--- src/rtl/d_cache_controller.sv ---
// d_cache_controller
// Direct-mapped, write-through, no-write-allocate data cache sitting between
// the CPU data port and the SDRAM arbiter. A single-entry write buffer drains
// writes to memory; read misses fetch a whole line as a burst.
// Optional feature: define D_CACHE_STATS_EN to add saturating hit/miss counters.
module d_cache_controller #(
  parameter int ADDR_WIDTH  = 16,
  parameter int DATA_WIDTH  = 16,
  parameter int INDEX_BITS  = 4,
  parameter int OFFSET_BITS = 2
) (
  input  logic                  clk,
  input  logic                  rst,
  input  logic                  data_ren,
  input  logic [ADDR_WIDTH-1:0] data_raddr,
  output logic [DATA_WIDTH-1:0] data_rdata,
  input  logic                  data_wren,
  input  logic [ADDR_WIDTH-1:0] data_waddr,
  input  logic [DATA_WIDTH-1:0] data_wdata,
  output logic                  d_cache_read_miss,
  output logic                  d_cache_write_miss,
  output logic                  mem_req,
  output logic                  mem_we,
  output logic [ADDR_WIDTH-1:0] mem_addr,
  output logic [DATA_WIDTH-1:0] mem_wdata,
  input  logic                  mem_ack,
  input  logic [DATA_WIDTH-1:0] mem_rdata,
  input  logic                  mem_rvalid
`ifdef D_CACHE_STATS_EN
  ,
  output logic [15:0]           hit_count,
  output logic [15:0]           miss_count
`endif
);

  localparam int TAG_BITS = ADDR_WIDTH - INDEX_BITS - OFFSET_BITS;
  localparam int LINES    = 1 << INDEX_BITS;
  localparam int WORDS    = 1 << OFFSET_BITS;

  typedef enum logic [1:0] {
    ST_IDLE      = 2'd0,
    ST_FILL_REQ  = 2'd1,
    ST_FILL_WAIT = 2'd2
  } state_t;

  state_t                  state_r;
  logic [TAG_BITS-1:0]     tag_r   [LINES];
  logic [DATA_WIDTH-1:0]   data_r  [LINES][WORDS];
  logic [LINES-1:0]        valid_r;

  logic                    wbuf_full_r;
  logic [ADDR_WIDTH-1:0]   wbuf_addr_r;
  logic [DATA_WIDTH-1:0]   wbuf_data_r;

  logic [TAG_BITS-1:0]     fill_tag_r;
  logic [INDEX_BITS-1:0]   fill_idx_r;
  logic [OFFSET_BITS-1:0]  fill_cnt_r;

  logic [TAG_BITS-1:0]     rd_tag_s;
  logic [INDEX_BITS-1:0]   rd_idx_s;
  logic [OFFSET_BITS-1:0]  rd_off_s;
  logic [TAG_BITS-1:0]     wr_tag_s;
  logic [INDEX_BITS-1:0]   wr_idx_s;
  logic [OFFSET_BITS-1:0]  wr_off_s;

  logic                    idle_s;
  logic                    rd_hit_s;
  logic                    wr_hit_s;
  logic                    rd_done_s;
  logic                    wr_accept_s;
  logic                    drain_ack_s;
  logic                    fill_start_s;
  logic                    wr_conflict_s;
  logic                    fill_word_s;
  logic                    fill_last_s;

  // Address split: tag | index | offset
  assign rd_tag_s = data_raddr[ADDR_WIDTH-1 -: TAG_BITS];
  assign rd_idx_s = data_raddr[OFFSET_BITS +: INDEX_BITS];
  assign rd_off_s = data_raddr[OFFSET_BITS-1:0];
  assign wr_tag_s = data_waddr[ADDR_WIDTH-1 -: TAG_BITS];
  assign wr_idx_s = data_waddr[OFFSET_BITS +: INDEX_BITS];
  assign wr_off_s = data_waddr[OFFSET_BITS-1:0];

  assign idle_s   = (state_r == ST_IDLE);
  assign rd_hit_s = valid_r[rd_idx_s] & (tag_r[rd_idx_s] == rd_tag_s);
  assign wr_hit_s = valid_r[wr_idx_s] & (tag_r[wr_idx_s] == wr_tag_s);

  // In IDLE an outstanding request is always the buffer drain.
  assign drain_ack_s  = idle_s & wbuf_full_r & mem_req & mem_we & mem_ack;
  assign fill_start_s = idle_s & ~wbuf_full_r & data_ren & ~rd_hit_s;

  // A write into the line being (or about to be) refilled would leave the
  // fill result stale, so hold it off until the fill has completed. This
  // includes the cycle in which the fill is launched.
  assign wr_conflict_s = (~idle_s & (wr_idx_s == fill_idx_r)) |
                         (fill_start_s & (wr_idx_s == rd_idx_s));

  assign d_cache_read_miss  = data_ren & (~rd_hit_s | ~idle_s | wbuf_full_r);
  // The drain-ack cycle frees the buffer, so a waiting write is taken then.
  assign d_cache_write_miss = data_wren & ((wbuf_full_r & ~drain_ack_s) | wr_conflict_s);

  assign rd_done_s   = data_ren & ~d_cache_read_miss;
  assign wr_accept_s = data_wren & ~d_cache_write_miss;

  assign fill_word_s = (state_r == ST_FILL_WAIT) & mem_rvalid;
  assign fill_last_s = fill_word_s & (fill_cnt_r == {OFFSET_BITS{1'b1}});

  // Line storage: burst fill words, write-hit updates and tag install
  always_ff @(posedge clk) begin
    if (fill_word_s) begin
      data_r[fill_idx_r][fill_cnt_r] <= mem_rdata;
    end
    if (wr_accept_s && wr_hit_s) begin
      data_r[wr_idx_s][wr_off_s] <= data_wdata;
    end
    if (fill_last_s) begin
      tag_r[fill_idx_r] <= fill_tag_r;
    end
  end

  // Control FSM with write buffer, valid bits and registered outputs
  always_ff @(posedge clk) begin
    if (rst) begin
      state_r     <= ST_IDLE;
      valid_r     <= '0;
      wbuf_full_r <= 1'b0;
      wbuf_addr_r <= '0;
      wbuf_data_r <= '0;
      fill_tag_r  <= '0;
      fill_idx_r  <= '0;
      fill_cnt_r  <= '0;
      mem_req     <= 1'b0;
      mem_we      <= 1'b0;
      mem_addr    <= '0;
      mem_wdata   <= '0;
      data_rdata  <= '0;
    end else begin
      if (rd_done_s) begin
        data_rdata <= data_r[rd_idx_s][rd_off_s];
      end

      if (wr_accept_s) begin
        wbuf_full_r <= 1'b1;
        wbuf_addr_r <= data_waddr;
        wbuf_data_r <= data_wdata;
      end else if (drain_ack_s) begin
        wbuf_full_r <= 1'b0;
      end

      case (state_r)
        ST_IDLE: begin
          if (drain_ack_s) begin
            mem_req <= 1'b0;
            mem_we  <= 1'b0;
          end else if (wbuf_full_r) begin
            if (!mem_req) begin
              mem_req   <= 1'b1;
              mem_we    <= 1'b1;
              mem_addr  <= wbuf_addr_r;
              mem_wdata <= wbuf_data_r;
            end
          end else if (fill_start_s) begin
            state_r           <= ST_FILL_REQ;
            mem_req           <= 1'b1;
            mem_we            <= 1'b0;
            mem_addr          <= {rd_tag_s, rd_idx_s, {OFFSET_BITS{1'b0}}};
            fill_tag_r        <= rd_tag_s;
            fill_idx_r        <= rd_idx_s;
            // The old line is being overwritten word by word.
            valid_r[rd_idx_s] <= 1'b0;
          end
        end
        ST_FILL_REQ: begin
          if (mem_ack) begin
            mem_req    <= 1'b0;
            fill_cnt_r <= '0;
            state_r    <= ST_FILL_WAIT;
          end
        end
        ST_FILL_WAIT: begin
          if (fill_word_s) begin
            fill_cnt_r <= fill_cnt_r + OFFSET_BITS'(1);
            if (fill_last_s) begin
              valid_r[fill_idx_r] <= 1'b1;
              state_r             <= ST_IDLE;
            end
          end
        end
        default: begin
          state_r <= ST_IDLE;
          mem_req <= 1'b0;
        end
      endcase
    end
  end

`ifdef D_CACHE_STATS_EN
  logic fill_done_r;

  // Saturating statistics: hits are reads served without a preceding fill
  always_ff @(posedge clk) begin
    if (rst) begin
      hit_count   <= 16'h0000;
      miss_count  <= 16'h0000;
      fill_done_r <= 1'b0;
    end else begin
      if (fill_start_s && (miss_count != 16'hFFFF)) begin
        miss_count <= miss_count + 16'h0001;
      end
      if (rd_done_s) begin
        if (!fill_done_r && (hit_count != 16'hFFFF)) begin
          hit_count <= hit_count + 16'h0001;
        end
        fill_done_r <= 1'b0;
      end else if (fill_last_s) begin
        fill_done_r <= 1'b1;
      end
    end
  end
`endif

endmodule

--- config.mk ---
export PLATFORM = sky130hd
export DESIGN_NAME = d_cache_controller
export DESIGN_NICKNAME = d
export VERILOG_FILES = /design/src/rtl/d_cache_controller.sv
export SDC_FILE = /design/constraint.sdc
export NUM_CORES = 2
export LEC_CHECK = 0
export CAP_MARGIN = 25
export CORE_ASPECT_RATIO = 2
export CORE_MARGIN = 5
export CORE_UTILIZATION = 40
export CTS_BUF_LIST = sky130_fd_sc_hd__clkbuf_8
export DETAILED_ROUTE_END_ITERATION = 7
export GPL_TIMING_DRIVEN = 0
export SYNTH_ARGS = -nofsm -noshare
export SYNTH_HDL_FRONTEND = slang
export SYNTH_SLANG_ARGS = --single-unit
--- constraint.sdc ---
create_clock -name clk -period 6.4 [get_ports clk]
set_input_delay 1.28 -clock clk [delete_from_list [all_inputs] [get_ports clk]]
set_output_delay 1.28 -clock clk [all_outputs]
set_load 0.05 [all_outputs]
Yosys cells after proc, flatten, opt, wreduce, memory -nomap -nowiden:

Memories as Yosys holds them, arrays and structs flattened.
Cells that the tools add are included.

* reductions and logical operators: 19
* bitwise logic cells: 36
* magnitude comparators: 10
* $add $sub $neg: 1
* multiplexer cells: 51
* equality and inequality tests: 16

Operators by type and width (number)
* two-way mux 16 bit: 12
* two-way mux 64 bit: 2
* demux 16 bit (select 2 bit): 2
* binary-select mux 16 bit (select 2 bit): 1
* one-hot mux 16 bit (2 select lines): 1
* == test 10 bit: 2
* bitwise AND 1 bit: 18
* two-way mux 1 bit: 18
* bitwise AND 16 bit: 1
* two-way mux 2 bit: 8
* inverter 16 bit: 1
* bitwise OR 16 bit: 1
* < comparator 4 x 5 -> 1 bit (second input constant): 3
* inequality test 2 bit (second input constant): 6
* AND reduction 4 bit: 3
* AND reduction 6 bit: 2
* >= comparator 3 bit (second input constant): 3
* inverter 2 -> 3 bit: 3
* AND reduction 3 bit: 3
* binary-select mux 1 bit (select 4 bit): 2
* demux 1 bit (select 4 bit): 2
* == test 4 bit: 2
* >= comparator 4 x 1 -> 1 bit (second input constant): 2
* inverter 1 bit: 8
* other kinds (15): 27

* output and inout bits: 52
* memories: 2
* RAM bits: 1184
* register bits after elaboration: 117
* bits of input ports: 70
* logic and storage cells: 148

Memory list
* data_r: depth 16, width 64, read ports 1, clocked after Yosys merged registers in 0, wr ports 2, RTL line 48 `logic [DATA_WIDTH-1:0] data_r [LINES][WORDS];`
* tag_r: depth 16, width 10, read ports 2, clocked after Yosys merged registers in 0, wr ports 1, RTL line 47 `logic [TAG_BITS-1:0] tag_r [LINES];`

Longest topological paths before layout:

* depth in word-level cells: 14
* gate-level depth with buffers: 16
* gate-level depth less buffers: 8

Worst setup path before layout:

Ideal clock, no wire load.

* kind: input to register
* start point: input data_raddr[3]
* end point: memory data_r[15][16] (netlist name) (enable)
* buffers on the path: 4
* library setup time: 0.436 ns
* slack: -0.077 ns
* cell stages on the path: 11
* arrival time: 6.042 ns
* data required time: 5.964 ns
* cell sequence: buf_2 buf_4 buf_2 mux4_2 mux4_2 xor2_1 a2111o_1 a2111o_1 clkbuf_1 a2111o_1 o41ai_1

RTL lines
* start, declared: RTL line 15 `input logic [ADDR_WIDTH-1:0] data_raddr,`
* end, declared: RTL line 48

==> summary.txt <==
Run status
  – Status: finished with violations
  – Failing checks: design-rule violations

Timing
  – Final hold vios: 0
  – Period utilization: ~98%
  – Setup TNS: 0 ns
  – Setup WS post-layout: 0.09729 ns
  – Fmax: between 0.15 and 0.2 GHz
  – # setup viols final: 0
  – Pins Over Slew Limit: 0
  – Worst rel slew slack: between 15 and 20%
  – RSZ-0062 raised after global routing: no
  – Setup Skew: about 0.057 ns
  – Slew @ Worst Pin: approximately 1.2 ns
  – Final Hold Slack: between 0.4 and 0.5 ns
  – Minimum clock period: ~6.3 ns

Setup path
  – CP Class: in2reg
  – Worst-path fanout max: 10
  – CP endpoint kind: flip-flop
  – Worst path max stage delay: 0.88 ns
  – CP cell instances: buf_4 > buf_4 > buf_2 > buf_4 > nor2_1 > a221oi_1 > xnor2_1 > o211ai_1 > nor4_1 > buf_2 > buf_2 > o211ai_2 > buf_8 > buf_2 > nand2_1 > buf_8
  – CP max-delay cell: a221oi_1
  – Worst EP arrival: 6.99 ns
  – Buf+Inv Stages, Crit Path: 9
  – CP most frequent cell: buf_2
  – Startpoint Class: input pin
  – Worst endpoint required time: 7.08 ns
  – CP delay by family, top: buffers and inverters

Yosys
  – Cell count after synthesis: a little over 4000
  – #FFs+latches synth: about 1300
  – Post-synth ARST share: 0%
  – Avg Cell Area, Syn: ~16 um^2
  – Ys Warns: 0
  – Dominant synthesized flop cell: edfxtp_1
  – Syn Nets: ~4200
  – Syn Std Cell Area: between 0.06 and 0.07 mm^2
  – Unique masters post-synth: 63
  – Sequential area share after synthesis: between 50% and 60%
  – EDFF count, synth: around 1200

Route
  – Wire length on met3: roughly 28 mm
  – Routed vias: between 40000 and 50000
  – Pre-antenna DRT Iters: 8
  – Highest layer used for signal routing: met5
  – DRC Markers: 2
  – Post-route ant nets: 0
  – Via density: between 6 and 7
  – Post-Route WL: 341.5 mm
  – Detailed Route Iter0 Violations: 6146
  – Wirelength per Cell: around 49 um
  – DR WL met2: roughly 170 mm
  – Wire length on met1: slightly below 90 mm

Placed design
  – Final GP Congestion: about 1.1
  – Count of placed standard cells including taps: 6521
  – Pre-CTS WS: -2.194 ns
  – Port buffer count: a little under 80
  – Detailed placer's ending HPWL: around 260 mm
  – Dpl cell area: roughly 0.073 mm^2

Final layout
  – Area delta synth->final: 15.91%
  – Commonest non-fill, non-tap cells in the layout: edfxtp_1, mux2_2, mux4_2, clkbuf_1, clkbuf_8
  – Fin nets: roughly 4700
  – Final Non-Filler Cells: a little under 7000
  – Fillcell total: 14570
  – Commonest non-fill, non-tap cell in the layout: edfxtp_1
  – Share of layout cells above drive strength 1: roughly two fifths
  – Finished Core Util: between 40% and 50%
  – Post-route cell area: around 0.077 mm^2

Worst hold path
  – Hold WC Path Type: reg2reg

Global routing
  – First-pass GRT wire length: between 400 and 500 mm
  – Largest net degree at the start of global routing: 20
  – Vias in the first global route: 47370
  – Total track usage: 38.67%
  – Initial antenna violation count: 52
  – Grt ovf: 0

Clock tree
  – CTS H-Tree Depth: 4
  – Sinks on Clock Net: between 1000 and 1500
  – CTS root buf: clkbuf_8
  – CTS tree: built
  – CTS max path bufs: 4
  – Num CTS Buffers: roughly 190
  – Worst skew pair latency: ~1.0 ns
  – CTS clk-pin slew, worst paths: ~0.06 ns

Pwr
  – Peak supply drop: 0.1589 mV
  – Design Power: around 18 mW
  – Leakage Power: ~25 nW
  – Cell Pwr Density: roughly 240 mW/mm^2

Floorplan
  – Die Y: between 500 and 600 um
  – Die W: 299.0 um
  – Initial Utilization: 40.12%
  – Ports: 122
  – FP Rows: between 200 and 250
  – Core ar.: about 0.17 mm^2
  – Die ar.: roughly 0.18 mm^2

Run
  – Max Cap Viol: 0
[registers in the layout, summed over array words and instances, names as in the netlist, 2 cells and up]
register and cells:
wbuf_addr_r 16, fill_idx_r 4, fill_cnt_r 2, mem_addr 16, data_r 1024, fill_tag_r 10, valid_r 16, tag_r 160
wbuf_data_r 16, state_r 2, data_rdata 16, mem_wdata 16
[worst min-delay path, cell delays in order (launching register included)]
cell and delay [ns]:
dfxtp_1 0.31, nand2_1 0.05, a21oi_1 0.05
[synthesized netlist by cell type, drive strengths merged, types with 23 or more instances]
| master | count | area share, % |
|---|---|---|
| clkbuf | 340 | 1.9 |
| nor3 | 73 | 0.55 |
| buf | 155 | 1.1 |
| mux4 | 407 | 14 |
| a211oi | 48 | 0.54 |
| mux2 | 1040 | 18 |
| edfxtp | 1184 | 53 |
| o21ai | 47 | 0.35 |
| o211ai | 71 | 1.5 |
| mux2i | 89 | 1.3 |
| nand2 | 154 | 0.86 |
| inv | 23 | 0.13 |
| nand2b | 81 | 0.76 |
| nor2 | 50 | 0.28 |
| dfxtp | 117 | 3.5 |
| nand3 | 52 | 0.39 |
| a21oi | 58 | 0.43 |
[where the power goes]
part	leakage, nW	internal (mW)	switching [mW]
clock	1.96	3.12	3.57
combinational	11.7	0.815	1.60
sequential	11.6	9.30	0.0475
[routing by layer]
metal / global-route usage (%) / vias to the layer above
met2: 64.08 / 3680
met5: 0.9305 / -
met3: 12.17 / 1902
li1: - / 17510
met1: 32.63 / 23580
met4: 48.46 / 22
[final cells by class]
| type | count | area (um^2) | share of cell area (%) |
|---|---|---|---|
| well taps | 2140 | 2678 | 3.457 |
| clock inverters | 134 | 704.4 | 0.9094 |
| flip-flops and latches | 1301 | 37900 | 48.92 |
| inverters | 23 | 90.09 | 0.1163 |
| clock buffers | 200 | 2753 | 3.554 |
| diodes | 66 | 165.2 | 0.2132 |
| multi-input cells | 2332 | 27080 | 34.96 |
| plain buffers | 492 | 2098 | 2.709 |
| repair buffers | 277 | 3994 | 5.156 |
[repair_timing]
action / 4_1_cts / 5_1_grt
hold buffers: 0 / 0
resized for setup: 50 / 10
endpoints found under the setup margin: 1312 / 2
buffers inserted: 1 / 2
pin swaps: 1 / 1
[kinds of logic (layout without fill, tap and decap cells)]
group	count (synthesis)	in the layout	share of synthesized area [%]
buffers and inverters	518	1126	3.162
flip-flops	1301	1301	56.71
adder cells (fa/ha/maj)	4	4	0.07490
other	0	66	0
XOR/XNOR	37	37	0.4849
AND/OR/NAND/NOR	465	465	3.378
multiplexers	1536	1536	32.57
AO/OA/AOI/OAI	290	290	3.617
[final timing paths]
path | start | endpoint | slack, ns | cells past startpoint
setup / recovery | data_waddr[2] | data_r[15][6]$_DFFE_PP_ | 0.1 | 16
hold / removal | wbuf_data_r[13]$_SDFFE_PP0P_ | mem_wdata[13]$_SDFFE_PP0P_ | 0.45 | 2
setup reg to reg | tag_r[1][9]$_DFFE_PP_ | data_r[12][59]$_DFFE_PP_ | 0.83 | 12
hold reg to reg | wbuf_data_r[13]$_SDFFE_PP0P_ | mem_wdata[13]$_SDFFE_PP0P_ | 0.45 | 2
Note: power is estimated with default switching activity, not from simulation.
